[config.mk]
export PLATFORM = sky130hd
export DESIGN_NAME = mem_lsu
export DESIGN_NICKNAME = d
export VERILOG_FILES = /design/src/rtl/mem_lsu_pkg.sv /design/src/rtl/mem_lsu_load_extend.sv /design/src/rtl/mem_lsu.sv
export SDC_FILE = /design/constraint.sdc
export NUM_CORES = 1
export LEC_CHECK = 0
export CAP_MARGIN = 20
export CORE_ASPECT_RATIO = 0.75
export CORE_MARGIN = 5
export CORE_UTILIZATION = 49
export DETAILED_ROUTE_END_ITERATION = 10
export PLACE_DENSITY = 0.86
export SYNTH_ARGS = -nofsm -noshare
export SYNTH_HDL_FRONTEND = slang
export SYNTH_HIERARCHICAL = 1
export SYNTH_SLANG_ARGS = --single-unit
[constraint.sdc]
create_clock -name clk -period 3.3 [get_ports clk]
set_input_delay 0.33 -clock clk [delete_from_list [all_inputs] [get_ports clk]]
set_output_delay 0.33 -clock clk [all_outputs]
set_load 0.005 [all_outputs]
[src/rtl/mem_lsu_pkg.sv]
// Shared encodings for the load/store unit: op codes, FSM states,
// exception codes, byte-enable patterns and small decode helpers.
// The data memory decodes DM_ADDR_BITS byte-address bits; any higher bits
// pass straight through to MemAddr and simply alias in the memory.
package mem_lsu_pkg;

  localparam int DM_ADDR_BITS = 13;

  typedef enum logic [2:0] {
    OP_LW  = 3'd0,
    OP_LH  = 3'd1,
    OP_LHU = 3'd2,
    OP_LB  = 3'd3,
    OP_LBU = 3'd4,
    OP_SW  = 3'd5,
    OP_SH  = 3'd6,
    OP_SB  = 3'd7
  } lsu_op_e;

  typedef enum logic [1:0] {
    ST_IDLE   = 2'd0,
    ST_ACCESS = 2'd1,
    ST_RESP   = 2'd2
  } lsu_state_e;

  localparam logic [4:0] EXC_NONE = 5'd0;
  localparam logic [4:0] EXC_ADEL = 5'd4;
  localparam logic [4:0] EXC_ADES = 5'd5;

  localparam logic [3:0] BE_NONE    = 4'b0000;
  localparam logic [3:0] BE_WORD    = 4'b1111;
  localparam logic [3:0] BE_HALF_LO = 4'b0011;
  localparam logic [3:0] BE_HALF_HI = 4'b1100;
  localparam logic [3:0] BE_BYTE0   = 4'b0001;
  localparam logic [3:0] BE_BYTE1   = 4'b0010;
  localparam logic [3:0] BE_BYTE2   = 4'b0100;
  localparam logic [3:0] BE_BYTE3   = 4'b1000;

  function automatic logic op_is_store(input lsu_op_e op);
    logic res;
    case (op)
      OP_SW, OP_SH, OP_SB: res = 1'b1;
      default:             res = 1'b0;
    endcase
    return res;
  endfunction

  function automatic logic op_misaligned(input lsu_op_e op, input logic [1:0] lo);
    logic res;
    case (op)
      OP_LW, OP_SW:         res = (lo != 2'b00);
      OP_LH, OP_LHU, OP_SH: res = lo[0];
      default:              res = 1'b0;
    endcase
    return res;
  endfunction

  // Only the three store widths produce enables; loads never assert BE.
  function automatic logic [3:0] op_byte_enable(input lsu_op_e op, input logic [1:0] lo);
    logic [3:0] res;
    case (op)
      OP_SW: res = BE_WORD;
      OP_SH: res = lo[1] ? BE_HALF_HI : BE_HALF_LO;
      OP_SB: begin
        case (lo)
          2'b00:   res = BE_BYTE0;
          2'b01:   res = BE_BYTE1;
          2'b10:   res = BE_BYTE2;
          2'b11:   res = BE_BYTE3;
          default: res = BE_NONE;
        endcase
      end
      default: res = BE_NONE;
    endcase
    return res;
  endfunction

endpackage

[src/rtl/mem_lsu_load_extend.sv]
// Lane extraction and sign/zero extension of a memory read word.
module lsu_load_extend
  import mem_lsu_pkg::*;
(
  input  lsu_op_e     op,
  input  logic [1:0]  addr_lo,
  input  logic [31:0] word,
  output logic [31:0] result
);

  logic [15:0] half_s;
  logic [7:0]  lane_s;

  // Select the addressed half/byte lane and extend it according to the op
  always_comb begin
    half_s = addr_lo[1] ? word[31:16] : word[15:0];
    case (addr_lo)
      2'b00:   lane_s = word[7:0];
      2'b01:   lane_s = word[15:8];
      2'b10:   lane_s = word[23:16];
      2'b11:   lane_s = word[31:24];
      default: lane_s = 8'h00;
    endcase
    case (op)
      OP_LW:   result = word;
      OP_LH:   result = {{16{half_s[15]}}, half_s};
      OP_LHU:  result = {16'h0000, half_s};
      OP_LB:   result = {{24{lane_s[7]}}, lane_s};
      OP_LBU:  result = {24'h000000, lane_s};
      default: result = 32'h0000_0000;
    endcase
  end

endmodule

[src/rtl/mem_lsu.sv]
// Load/store initiator: accepts one request, checks alignment, drives the
// data-memory port for exactly one cycle and returns a registered response.
// Every output is a flop, so nothing on req_* reaches Mem* combinationally.
module mem_lsu
  import mem_lsu_pkg::*;
(
  input  logic        clk,
  input  logic        reset,
  input  logic        req_valid,
  output logic        req_ready,
  input  logic [2:0]  req_op,
  input  logic [31:0] req_addr,
  input  logic [31:0] req_wdata,
  output logic        rsp_valid,
  input  logic        rsp_ready,
  output logic [31:0] rsp_rdata,
  output logic        rsp_exc,
  output logic [4:0]  rsp_exc_code,
  output logic [31:0] rsp_badaddr,
  output logic        MemRead,
  output logic        MemWrite,
  output logic [31:0] MemAddr,
  output logic [31:0] MemData,
  output logic [3:0]  BE,
  input  logic [31:0] ReadData
);

  lsu_state_e  state_r;
  lsu_op_e     op_r;
  logic [1:0]  addr_lo_r;
  lsu_op_e     req_op_s;
  logic        req_store_s;
  logic        req_misaligned_s;
  logic [31:0] load_ext_s;

  assign req_op_s         = lsu_op_e'(req_op);
  assign req_store_s      = op_is_store(req_op_s);
  assign req_misaligned_s = op_misaligned(req_op_s, req_addr[1:0]);

  lsu_load_extend u_load_extend (
    .op      (op_r),
    .addr_lo (addr_lo_r),
    .word    (ReadData),
    .result  (load_ext_s)
  );

  // Request/access/response sequencing with all outputs registered
  always_ff @(posedge clk) begin
    if (reset) begin
      state_r      <= ST_IDLE;
      op_r         <= OP_LW;
      addr_lo_r    <= 2'b00;
      req_ready    <= 1'b1;
      rsp_valid    <= 1'b0;
      rsp_rdata    <= 32'h0000_0000;
      rsp_exc      <= 1'b0;
      rsp_exc_code <= EXC_NONE;
      rsp_badaddr  <= 32'h0000_0000;
      MemRead      <= 1'b0;
      MemWrite     <= 1'b0;
      MemAddr      <= 32'h0000_0000;
      MemData      <= 32'h0000_0000;
      BE           <= BE_NONE;
    end else begin
      case (state_r)
        ST_IDLE: begin
          if (req_valid) begin
            op_r      <= req_op_s;
            addr_lo_r <= req_addr[1:0];
            req_ready <= 1'b0;
            if (req_misaligned_s) begin
              // Address error: answer directly, memory is never touched
              state_r      <= ST_RESP;
              rsp_valid    <= 1'b1;
              rsp_rdata    <= 32'h0000_0000;
              rsp_exc      <= 1'b1;
              rsp_exc_code <= req_store_s ? EXC_ADES : EXC_ADEL;
              rsp_badaddr  <= req_addr;
            end else begin
              // Data goes out unshifted; the memory steers half/byte lanes
              state_r  <= ST_ACCESS;
              MemRead  <= ~req_store_s;
              MemWrite <= req_store_s;
              MemAddr  <= req_addr;
              MemData  <= req_wdata;
              BE       <= op_byte_enable(req_op_s, req_addr[1:0]);
            end
          end
        end
        ST_ACCESS: begin
          state_r      <= ST_RESP;
          MemRead      <= 1'b0;
          MemWrite     <= 1'b0;
          MemAddr      <= 32'h0000_0000;
          MemData      <= 32'h0000_0000;
          BE           <= BE_NONE;
          rsp_valid    <= 1'b1;
          rsp_rdata    <= op_is_store(op_r) ? 32'h0000_0000 : load_ext_s;
          rsp_exc      <= 1'b0;
          rsp_exc_code <= EXC_NONE;
          rsp_badaddr  <= 32'h0000_0000;
        end
        ST_RESP: begin
          if (rsp_ready) begin
            state_r      <= ST_IDLE;
            req_ready    <= 1'b1;
            rsp_valid    <= 1'b0;
            rsp_rdata    <= 32'h0000_0000;
            rsp_exc      <= 1'b0;
            rsp_exc_code <= EXC_NONE;
            rsp_badaddr  <= 32'h0000_0000;
          end
        end
        default: begin
          state_r      <= ST_IDLE;
          req_ready    <= 1'b1;
          rsp_valid    <= 1'b0;
          rsp_rdata    <= 32'h0000_0000;
          rsp_exc      <= 1'b0;
          rsp_exc_code <= EXC_NONE;
          rsp_badaddr  <= 32'h0000_0000;
          MemRead      <= 1'b0;
          MemWrite     <= 1'b0;
          MemAddr      <= 32'h0000_0000;
          MemData      <= 32'h0000_0000;
          BE           <= BE_NONE;
        end
      endcase
    end
  end

endmodule

==> impl_results.md <==
- CTS H-tree depth: 4
- Number of global-route vias before repair: 6300
- CP max stage delay: 0.81 ns
- Peak supply drop: 0.382 mV
- RSZ-0062 raised after global routing: no
- Static leakage: 0.00334 uW
- I/O Buffers: 241
- TritonCTS clock tree: yes
- Crit path required time: 3.64 ns
- Reg2Reg Setup Slack: 1.05 ns
- DRT antenna net count: 0
- EDFF count, synth: 0
- CTS Sinks: 145
- Post-synthesis mux area share: 4.84%
- Largest family of logic cells by synthesized area: compound AO/OA/AOI/OAI gates
- Post-synthesis cell area: 6780 um2
- Crit. Startpoint: state_r[1]
- CP endpoint kind: register
- Tot GR Track Use: 25.2%
- CTS Buffer Depth: 2
- Site Rows: 37
- GRT overflow: 0
- Placed Area: 9070 um2
- Yosys reg bits: 145
- Post-Syn Area per Cell: 9.00 um2
- Initial DRC count: 649
- Complex-gate fraction of the synthesized area: 24.4%
- Setup crit start kind: register
- Synth cell types: 58
- # IOs: 245
- Via count: 6503
- Worst endpoint data arrival time: 2.59 ns
- Die X: 146 um
- Gpl congestion: 0.880
- Initial core utilization: 49.6%
- Wire per inst: 18.8 um
- Vias per cell: 5.73
- Fin nets: 1050
- TritonRoute pass-1 iters: 6
- Commonest non-fill, non-tap cell in the layout: clkdlybuf4s50_1
- Largest net degree at the start of global routing: 63
- Critical Path, Cell by Cell: nand2b_2 > buf_4 > o21ai_0 > a21oi_1
- Global-route wire length before repair: 33700 um
- Max Freq: 444 MHz
- Full die area: 16300 um2
- Synth Area in Adders: 0%
- Number of buffers created by CTS: 17
- Die Height: 112 um
- Drc violations: 0
- Async set-reset flop share out of synthesis: 0%
- Post-detailed-routing wire length: 21300 um
- Initial antenna violation count: 0
- Post-DP HPWL: 14700 um
- XOR/XNOR Fraction of Synth Area: 0.129%
- Insertion delay to the later sink of the worst-skew pair: 0.41 ns
- Hold Path Origin: req_valid
- Setup tns final: 0 ns
- # hold bufs at CTS: 0
- Fin. max-slew vios: 0
- Period utilization: 68.3%
- Clock transition at the registers of the reported paths: 0.06 ns
- Worst Path Class, Setup: register to register
- Seq/Total Area, Yosys: 42.8%
- Worst setup margin: 1.05 ns
- Min Hold Slack: 0.265 ns
- Pre-CTS WS: 0.753 ns
- Most common flop cell mapped by yosys: dfxtp_1
- Reg-to-Reg Start: state_r[1]
- CORE AREA: 13700 um2
- Min-delay worst type: input pin to register
- Post-CTS setup buffer count: 0
- Final clock skew: 0.0109 ns
- Final Hold Fails: 0
- Share of cells above drive strength 1: 8.75%
- YS warnings: 6
- Top delay family on crit path: flip-flops
- Status: completed
- Power Dens Cells: 490 nW/um2
- Max FO, Critical Path: 51
- Commonest non-fill, non-tap cells in the layout: clkdlybuf4s50_1 (239), dfxtp_1 (144), a21oi_1 (82), o21ai_0 (73), nand2b_1 (64)
- Cells after Synth: 753
- Max capacitance violation total: 0
- Slew @ Worst Pin: 0.754 ns
- Critical Path Slowest Stage Cell: dfxtp_2
- CTS Root Cell: clkbuf_16
- # resized after CTS: 0
- Synth Area in Simple Gates: 20.3%
- Buf/Inv on CP: 1
- Ant. Diodes: 0
- Fin area: 9660 um2
- Count of final setup violators: 0
- Synth-to-Final Area Change: 42.6%
- Relative slew slack: 49.7%
- Min Tclk post-route: 2.25 ns
-- cell usage after synthesis (all sizes together) (2+ instances only) --
cell type	instances	share of area, %
buf	41	4.3
nor3	3	0.39
a21oi	82	6.1
nor2b	4	0.37
nor2	11	0.68
or2	3	0.28
o22ai	7	0.65
nand2	57	3.2
clkbuf	42	2.3
o22a	2	0.26
a221oi	3	0.65
a31oi	8	0.74
o32ai	3	0.39
or4	2	0.22
a32o	4	0.59
mux4	6	2.0
o21bai	2	0.22
inv	13	0.72
nand3b	2	0.22
nand2b	66	6.2
mux2	2	0.33
dfxtp	145	43
a31o	2	0.39
mux2i	17	2.5
nand4b	63	8.1
o21ai	119	9.5
o2bb2ai	30	3.9
-- cells by family after synthesis --
| family | after synthesis |
|---|---|
| and+or+nand+nor | 216 |
| xor gates and xnor gates | 1 |
| AOI/OAI and AO/OA | 269 |
| DFF | 145 |
| muxes | 25 |
| other | 1 |
| buffers and inverters | 96 |
-- routing by layer --
metal / track usage, % / up-vias / routed length [um]
met5: 0 / - / 0
met4: 9.36 / 0 / 583
met3: 9.52 / 42 / 2050
met2: 38.8 / 290 / 9470
met1: 32.4 / 3054 / 9220
li1: - / 3117 / -
-- stage by stage --
stage / utilization (%) / instances / total power, uW
2_1_floorplan: - / 755 / 2440
3_3_place_gp: 66.4 / 1103 / 2840
3_5_place_dp: 66.4 / 1103 / 2850
4_1_cts: 70.7 / 1135 / 4760
5_1_grt: 70.7 / 1135 / 4920
6_report: 70.7 / 1135 / 4730
-- path summary, 6_finish.rpt --
path / depth (start not counted) / end
min reg2reg: 2 / MemData[14]
min: 3 / state_r[1]
max: 4 / MemData[31]
max reg2reg: 4 / MemData[31]
-- sequential cells by signal (all words and copies together), names as in the netlist --
signal and count:
MemRead 1, MemWrite 1, rsp_exc_code 2, BE 4
state_r 2, rsp_badaddr 32, op_r 3, rsp_rdata 32
MemData 32, addr_lo_r 2, req_ready 1, rsp_valid 1
MemAddr 32
-- power breakdown --
part	switching, uW	internal [uW]
Sequential	81.3	1850
Clock	757	1160
Combinational	429	459
Total	1270	3460
-- worst min-delay path, stage by stage --
cell      delay, ns
buf_2          0.15
nand2_1        0.07
a221oi_1       0.07
-- area by class of cell --
cell class              count  area, um2
fillers                  1075       4000
multi-input cells         514       3390
flip-flops and latches    145       2900
repair buffers            256       2510
clock buffers              20        457
well taps                 175        219
clock inverters            12        130
inverters                  13       48.8
Note: power is estimated with default switching activity, not from simulation.
